[src/rtl/mem_copy_engine.sv]
// Small DMA that copies LEN consecutive words from src to dst over a single-port memory.
// Optional running checksum of the written words is enabled by defining CHECKSUM_EN.
module mem_copy_engine #(
  parameter int ADDR_W = 32,
  parameter int DATA_W = 32,
  parameter int LEN_W  = 16
) (
  input  logic              clk,
  input  logic              rst_n,
  input  logic              start,
  input  logic [ADDR_W-1:0] src_addr,
  input  logic [ADDR_W-1:0] dst_addr,
  input  logic [LEN_W-1:0]  length,
  output logic              busy,
  output logic              done,
  output logic [LEN_W-1:0]  words_done,
  output logic [ADDR_W-1:0] address,
  output logic [DATA_W-1:0] writeData,
  output logic              memWrite,
  input  logic [DATA_W-1:0] readData
`ifdef CHECKSUM_EN
  ,
  output logic [DATA_W-1:0] checksum
`endif
);

  typedef enum logic [1:0] {IDLE, READ, WRITE, DONE} state_t;

  state_t            state_q;
  logic [ADDR_W-1:0] src_q, dst_q;
  logic [LEN_W-1:0]  len_q;
  logic [LEN_W-1:0]  idx_q;
  logic [LEN_W-1:0]  words_done_q;
  logic [ADDR_W-1:0] address_q;
  logic [DATA_W-1:0] writeData_q;
  logic              memWrite_q, busy_q, done_q;
  logic [DATA_W-1:0] csum_q;

  logic [LEN_W-1:0]  idx_d;
  logic              last_d;

  assign idx_d  = idx_q + LEN_W'(1);
  assign last_d = (idx_q == len_q - LEN_W'(1));

  // Transfer descriptor: only meaningful once a start is accepted, so no reset needed.
  always_ff @(posedge clk) begin
    if (state_q == IDLE && start) begin
      src_q <= src_addr;
      dst_q <= dst_addr;
      len_q <= length;
    end
  end

  always_ff @(posedge clk or negedge rst_n) begin
    if (!rst_n) begin
      state_q      <= IDLE;
      idx_q        <= '0;
      words_done_q <= '0;
      address_q    <= '0;
      writeData_q  <= '0;
      memWrite_q   <= 1'b0;
      busy_q       <= 1'b0;
      done_q       <= 1'b0;
      csum_q       <= '0;
    end else begin
      case (state_q)
        IDLE: begin
          if (start) begin
            idx_q        <= '0;
            words_done_q <= '0;
            csum_q       <= '0;
            if (length != '0) begin
              state_q   <= READ;
              busy_q    <= 1'b1;
              address_q <= src_addr;
            end else begin
              state_q <= DONE;
              done_q  <= 1'b1;
            end
          end
        end
        READ: begin
          // writeData_q doubles as the word buffer between the read and the write.
          state_q     <= WRITE;
          address_q   <= dst_q + ADDR_W'(idx_q);
          writeData_q <= readData;
          memWrite_q  <= 1'b1;
        end
        WRITE: begin
          memWrite_q   <= 1'b0;
          words_done_q <= words_done_q + LEN_W'(1);
          csum_q       <= csum_q + writeData_q;
          if (last_d) begin
            state_q <= DONE;
            busy_q  <= 1'b0;
            done_q  <= 1'b1;
          end else begin
            idx_q     <= idx_d;
            address_q <= src_q + ADDR_W'(idx_d);
            state_q   <= READ;
          end
        end
        DONE: begin
          done_q  <= 1'b0;
          state_q <= IDLE;
        end
        default: state_q <= IDLE;
      endcase
    end
  end

  assign busy       = busy_q;
  assign done       = done_q;
  assign words_done = words_done_q;
  assign address    = address_q;
  assign writeData  = writeData_q;
  assign memWrite   = memWrite_q;

`ifdef CHECKSUM_EN
  assign checksum = csum_q;
`else
  logic unused_csum;
  assign unused_csum = ^csum_q;
`endif

endmodule

[config.mk]
export PLATFORM = sky130hd
export DESIGN_NAME = mem_copy_engine
export DESIGN_NICKNAME = d
export VERILOG_FILES = /design/src/rtl/mem_copy_engine.sv
export SDC_FILE = /design/constraint.sdc
export NUM_CORES = 1
export LEC_CHECK = 0
export ABC_AREA = 1
export BUFFER_PORTS_ARGS = -buffer_cell sky130_fd_sc_hd__buf_4
export CORE_ASPECT_RATIO = 1.25
export CORE_MARGIN = 5
export CORE_UTILIZATION = 57
export DETAILED_ROUTE_END_ITERATION = 8
export GPL_TIMING_DRIVEN = 1
export PLACE_DENSITY = 0.91
export SYNTH_ARGS = -nofsm -noshare
export SYNTH_HDL_FRONTEND = slang
export SYNTH_SLANG_ARGS = --single-unit
[constraint.sdc]
create_clock -name clk -period 3.6 [get_ports clk]
set_input_delay 0.18 -clock clk [delete_from_list [all_inputs] [get_ports clk]]
set_output_delay 0.18 -clock clk [all_outputs]
set_load 0.005 [all_outputs]
# --- After elaboration in Yosys (flattened, before gate mapping) ---
# Index checks and enable logic that the tools add are counted.
totals:
  output_inout_bits: 83
  inputBits: 115
  elab_cells: 58
  register_bits: 181
op_classes:
  eq_ne: 9
  add_sub_neg: 5
  muxes: 21
  reduce_logical: 12
op_table:
  columns: ["operator", "count"]
  rows:
  - ["32-bit 2-to-1 mux", 3]
  - ["32-bit case mux with 3 select lines", 1]
  - ["32-bit by 16-bit adder with 32-bit output", 2]
  - ["16-bit case mux with 2 select lines", 2]
  - ["16-bit by 1-bit adder with 16-bit output, second input constant", 2]
  - ["16-bit 2-to-1 mux", 2]
  - ["16-bit equality test", 1]
  - ["16-bit nonzero test", 1]
  - ["16-bit by 1-bit subtractor with 16-bit output, second input constant", 1]
  - ["4-bit AND reduction", 3]
  - ["2-bit != test, second input constant", 4]
  - ["2-bit case mux with 4 select lines", 1]
  - ["1-bit 2-to-1 mux", 6]
  - ["2-bit 2-to-1 mux", 3]
  - ["3-bit nonzero test", 2]
  - ["2-bit equality test, second input constant", 2]
  - ["1-bit case mux with 2 select lines", 2]
  - ["2-bit nonzero test", 2]
  - ["1-bit case mux with 3 select lines", 1]
  - ["3-bit AND reduction", 1]
  - ["2-bit by 1-bit equality test with 1-bit output, second input constant", 1]
  - ["2-bit zero test", 1]
  - ["2-bit by 1-bit != test with 1-bit output, second input constant", 1]
  - ["2-bit AND reduction", 1]
  - ["1-bit logical AND", 1]

# --- Longest topological paths before layout ---
depth:
  ltp_word: 4
  depth_mapped: 26
  mapped_depth_nobuf: 26

# --- Least setup slack after synthesis ---
# No wires, ideal clock.
synth_path:
  path_type: "reg2reg"
  start: "register idx_q[1]"
  end: "register address_q[29], in the netlist address[29]"
  synth_period_minus_slack_ps: 3050
  setup_slack_ps: 550
  path_stages_with_launch: 25
  path_buffers: 0
  t_required_ps: 3484
  setup_ps: 116
  arrival_ps: 2934
  path_cell_list: "dfrtp_1 ha_1 nand2_1 nor2_1 nand3_1 nor2_1 nand2_1 nor2_1 nand3_1 xnor2_1 ha_1 nand2_1 nand2_1 inv_1 o21ai_0 nand2_1 or2_2 nand2_1 nand2_1 nand3_1 nand2_1 nand2_1 nand2_1 nand2_1 nand2_1"
synth_between:
  elab_chain_cells: 4
  word_cells_on_any_way: 8
  classes_between: "add/sub: 3; eq/ne: 2; mux: 2; reduce/logical: 1"
synth_rtl:
  columns: ["item", "line", "source"]
  rows:
  - ["from (decl)", "32", "logic [LEN_W-1:0] idx_q;"]
  - ["from (signal assigned)", "98", "idx_q <= idx_d;"]
  - ["16-bit by 1-bit adder with 16-bit output", "42", "assign idx_d = idx_q + LEN_W'(1);"]
  - ["32-bit by 16-bit adder with 32-bit output", "99", "address_q <= src_q + ADDR_W'(idx_d);"]
  - ["32-bit 2-to-1 mux", "93", "if (last_d) begin"]
  - ["32-bit case mux with 3 select lines", "66", "case (state_q)"]
  - ["to (signal assigned)", "75", "address_q <= src_addr;"]
  - ["to (signal assigned)", "85", "address_q <= dst_q + ADDR_W'(idx_q);"]
  - ["to (signal assigned)", "99", null]
  - ["to (decl)", "34", "logic [ADDR_W-1:0] address_q;"]
# Several ways; a longest one is shown, not always the timed one. The select of a mux whose other input is x is not followed.
# A chain may end at the register's enable or synchronous reset.

# --- Worst setup path in the final report ---
layout_path:
  start: "register idx_q[1]"
  end: "register address_q[22], in the netlist address[22]"
# Same word-level chain as after synthesis.

==> metrics.md <==
| Metric | Value |
|---|---|
| Cell variety after synth | `42` |
| Core area | `0.0200 mm^2` |
| R2r startpoint | `idx_q[1]` |
| Xor/xnor share of the synthesized area | `0.0191` |
| Crit-path max FO | `7` |
| Post-synth EDFFs | `80` |
| CP max stage cell | `dfrtp_2` |
| Hold Crit Depth | `4` |
| Pre-CTS setup slack | `0.123 ns` |
| Final Cycle Share | `0.933` |
| Longest Clk Path Bufs | `2` |
| Critical path depth in cells | `23` |
| Final Instance Area | `0.0150 mm^2` |
| Vias per cell | `5.43` |
| R2r endpoint | `address[22]` |
| CP peak stage delay | `roughly 0.43 ns` |
| Final design utilization | `0.753` |
| Crit path kind | `flop to flop` |
| Delay-heaviest family, CP | `simple AND/OR/NAND/NOR gates` |
| Tot GR Track Use | `0.333` |
| Outcome | `finished, final reports clean` |
| Largest net degree at the start of global routing | `66` |
| DR WL/cell | `17.3 um` |
| Yosys reg bits | `roughly 180` |
| Critical Path Most Common Cell | `nand2_1` |
| Min-Delay Endpoint | `state_q[1]` |
| Vias in the first global route | `about 12000` |
| CP Launch Type | `flop` |
| Clk Latency, worst-skew pair | `roughly 0.44 ns` |
| Global route overflow | `0` |
| FFs w/ async S/R, synth | `0.558` |
| Critical path data arrival time | `3.69 ns` |
| Synth Area per Inst | `7.09 um^2` |
| Count leader, synth | `nand2_1` |
| Max-Cap Viols | `0` |
| Buf+Inv Stages, Crit Path | `0` |
| Syn Std Cell Area | `0.0115 mm^2` |
| FF-to-FF path depth | `23` |
| Lkg Pwr | `7.66 nW` |
| Final Setup Violations | `0` |
| Max transition margin | `0.477` |
| Vias | `12000` |
| Fin crit period | `3.36 ns` |
| Total routed wirelength | `38300 um` |
| DP Area | `0.0132 mm^2` |
| Slew @ Worst Pin | `0.780 ns` |
| Type of the most critical hold path | `input port to flop` |
| CP Capture Type | `flop` |
| DRC Markers | `0` |
| Die ar. | `0.0231 mm^2` |
| R2r setup slk | `0.24 ns` |
| Design Power | `9.19 mW` |
| Required time of the critical path | `3.93 ns` |
| FP Rows | `58` |
| Area of the multi-input gates | `0.00568 mm^2` |
| Setup tns final | `0 ns` |
| HPWL after DPL | `26500 um` |
| CTS Buf Count | `17` |
| Final setup margin | `approximately 0.24 ns` |
| Port bufs | `197` |
| H-Tree Depth | `4` |
| Cells after Synth | `around 1600` |
| Synth Warn # | `0` |
| Synthesized Nets | `1777` |
| Simple logic cell fraction of the synthesized area | `0.361` |
| Clock transition at path regs | `about 0.080 ns` |
| Final nets | `approximately 2100` |
| Hold Fails Final Rpt | `0` |
| Max Freq | `298 MHz` |
| CTS tree | `yes` |
| Largest area contributor in the netlist | `dfrtp_1` |
| Hold_sp | `start` |
| Diodes inserted | `0` |
| RD Place Congestion | `0.956` |
| Global-route wire length before repair | `between 50000 and 60000 um` |
| CTS root buffer | `clkbuf_16` |
| Count of TritonRoute iterations in the first routing pass | `5` |
| Die Wd | `137 um` |
| Ports | `198` |
| Post-synthesis adder-cell area fraction | `0.0493` |
| FF+latch area | `0.00493 mm^2` |
| Initial core utilization | `0.575` |
| Fin. max-slew vios | `0` |
| Share of cells above drive strength 1 | `0.148` |
| Area Overhead vs Synth | `30.9%` |
| Filler Cell Count | `1439` |
| DR iter-0 viols | `1027` |
| Ys flop type | `dfrtp_1` |
| Post-route ant nets | `0` |
| Final Skew | `0.0192 ns` |
| Synth Area in Compound Gates | `0.0606` |
| Ranking of synthesized cells by area | `dfrtp_1 (22%), nand2_1 (22%), edfxtp_1 (21%), inv_1 (6.5%), nand3_1 (5.6%)` |
| Maximum vdd drop | `0.624 mV` |
| Synth cell count leaders | `nand2_1 (658), inv_1 (200), nor2_1 (136)` |
| Yosys top cell area share | `0.220` |
| Crit path cell chain | `ha_1, nand2_1, nor2_2, nand3_1, nor2_1, nand2_1, nor2_2, nand3_1, xnor2_2, ha_4, nand2_1, nor2_1, nand2_1, nor2_1, nand2_1, nand3_1, nand2_1, nand3_1, o21ai_0, nand2_1, nand2_1, nand2_1, nand2_1` |
| Die extent in y | `169 um` |
| Initial antenna violation count | `0` |
| Clk sink count | `181` |
| Power per cell area | `612 mW/mm^2` |
| Sequential fraction of the synthesis area | `0.430` |
| Post-synthesis mux area share | `0` |
| Largest family of logic cells by synthesized area | `simple AND/OR/NAND/NOR gates` |
where the power goes:
part           internal, mW  total [mW]  switching (mW)
Combinational          1.50        4.03            2.53
Sequential             2.82        3.28           0.459
Clock                 0.964        1.89           0.923
worst max-delay path by stage:
| stage | from | endpoint | slack [ns] |
|---|---|---|---|
| after floorplan | idx_q[1] | address[29] | 0.55 |
| after global placement | idx_q[1] | address[29] | 0.21 |
| after detailed placement | idx_q[1] | address[29] | 0.12 |
| after CTS | idx_q[1] | address[29] | 0.09 |
| after global routing | idx_q[1] | address[23] | -0.09 |
| final | idx_q[1] | address[22] | 0.24 |
tightest hold or removal path, delay by kind of cell:
family	cells	cell delay, ns
simple gates	3	0.27
buf+inv	1	0.10
state kept, by name, summed over array words and instances (netlist names), 2 cells and up:
register    cells
words_done     16
address        32
src_q          32
writeData      32
len_q          16
dst_q          32
idx_q          16
state_q         2
layer usage:
layer | vias up | track usage | share of wire
li1 | 5739 | - | -
met1 | 5474 | 0.377 | 0.36
met2 | 631 | 0.582 | 0.50
met3 | 163 | 0.0615 | 0.071
met4 | 0 | 0.192 | 0.060
met5 | - | 0 | 0
through the flow:
step                instances  hold WS (ns)
floorplan                1618        -0.116
global placement         2064         0.265
detailed placement       2064         0.263
CTS                      2209         0.103
global route             2210         0.138
finish                   2210         0.145
cell usage in the layout (no fill, tap or decap), types with 3 or more instances in the layout:
cell           netlist  final
and2_1               3      3
dfrtp_2              0      3
o21bai_1             5      5
inv_8                0      4
nor4_1               4      4
nand3b_1            12     12
edfxtp_1            80     80
nor2_2               6     13
or2_2               15     15
inv_2                2      3
nor2_1             136    129
dfrtp_1            101     98
inv_1              200    199
a21oi_1             44     44
xnor2_1              8      6
nor3_1              12     12
nand3_1            128    128
nand4_1             15     15
buf_4                6    207
xor2_1              17     17
nand2_1            658    658
o21ai_1              2      3
o21ai_0             74     72
dlygate4sd3_1        0    113
clkbuf_16            0     18
ha_1                42     39
a31oi_1              3      3
timing repair:
action	CTS	global route
setup buffers	0	1
hold endpoints to repair	162	0
hold buffers	113	0
resized for setup	0	17
setup endpoints to repair	0	18
kinds of logic after synthesis:
logic type	count (synthesis)
and+or+nand+nor	999
DFF	181
adders and majority gates	44
AOI/OAI and AO/OA	133
xor gates and xnor gates	25
buffers and inverters	236
cell type report:
type / instances / area share
Tap cell: 270 / 0.0225
Timing Repair Buffer: 321 / 0.180
Sequential cell: 181 / 0.328
Clock buffer: 19 / 0.0302
Multi-Input combinational cell: 1201 / 0.378
Clock inverter: 13 / 0.00891
Inverter: 205 / 0.0514
(Power assumes the default switching activity.)
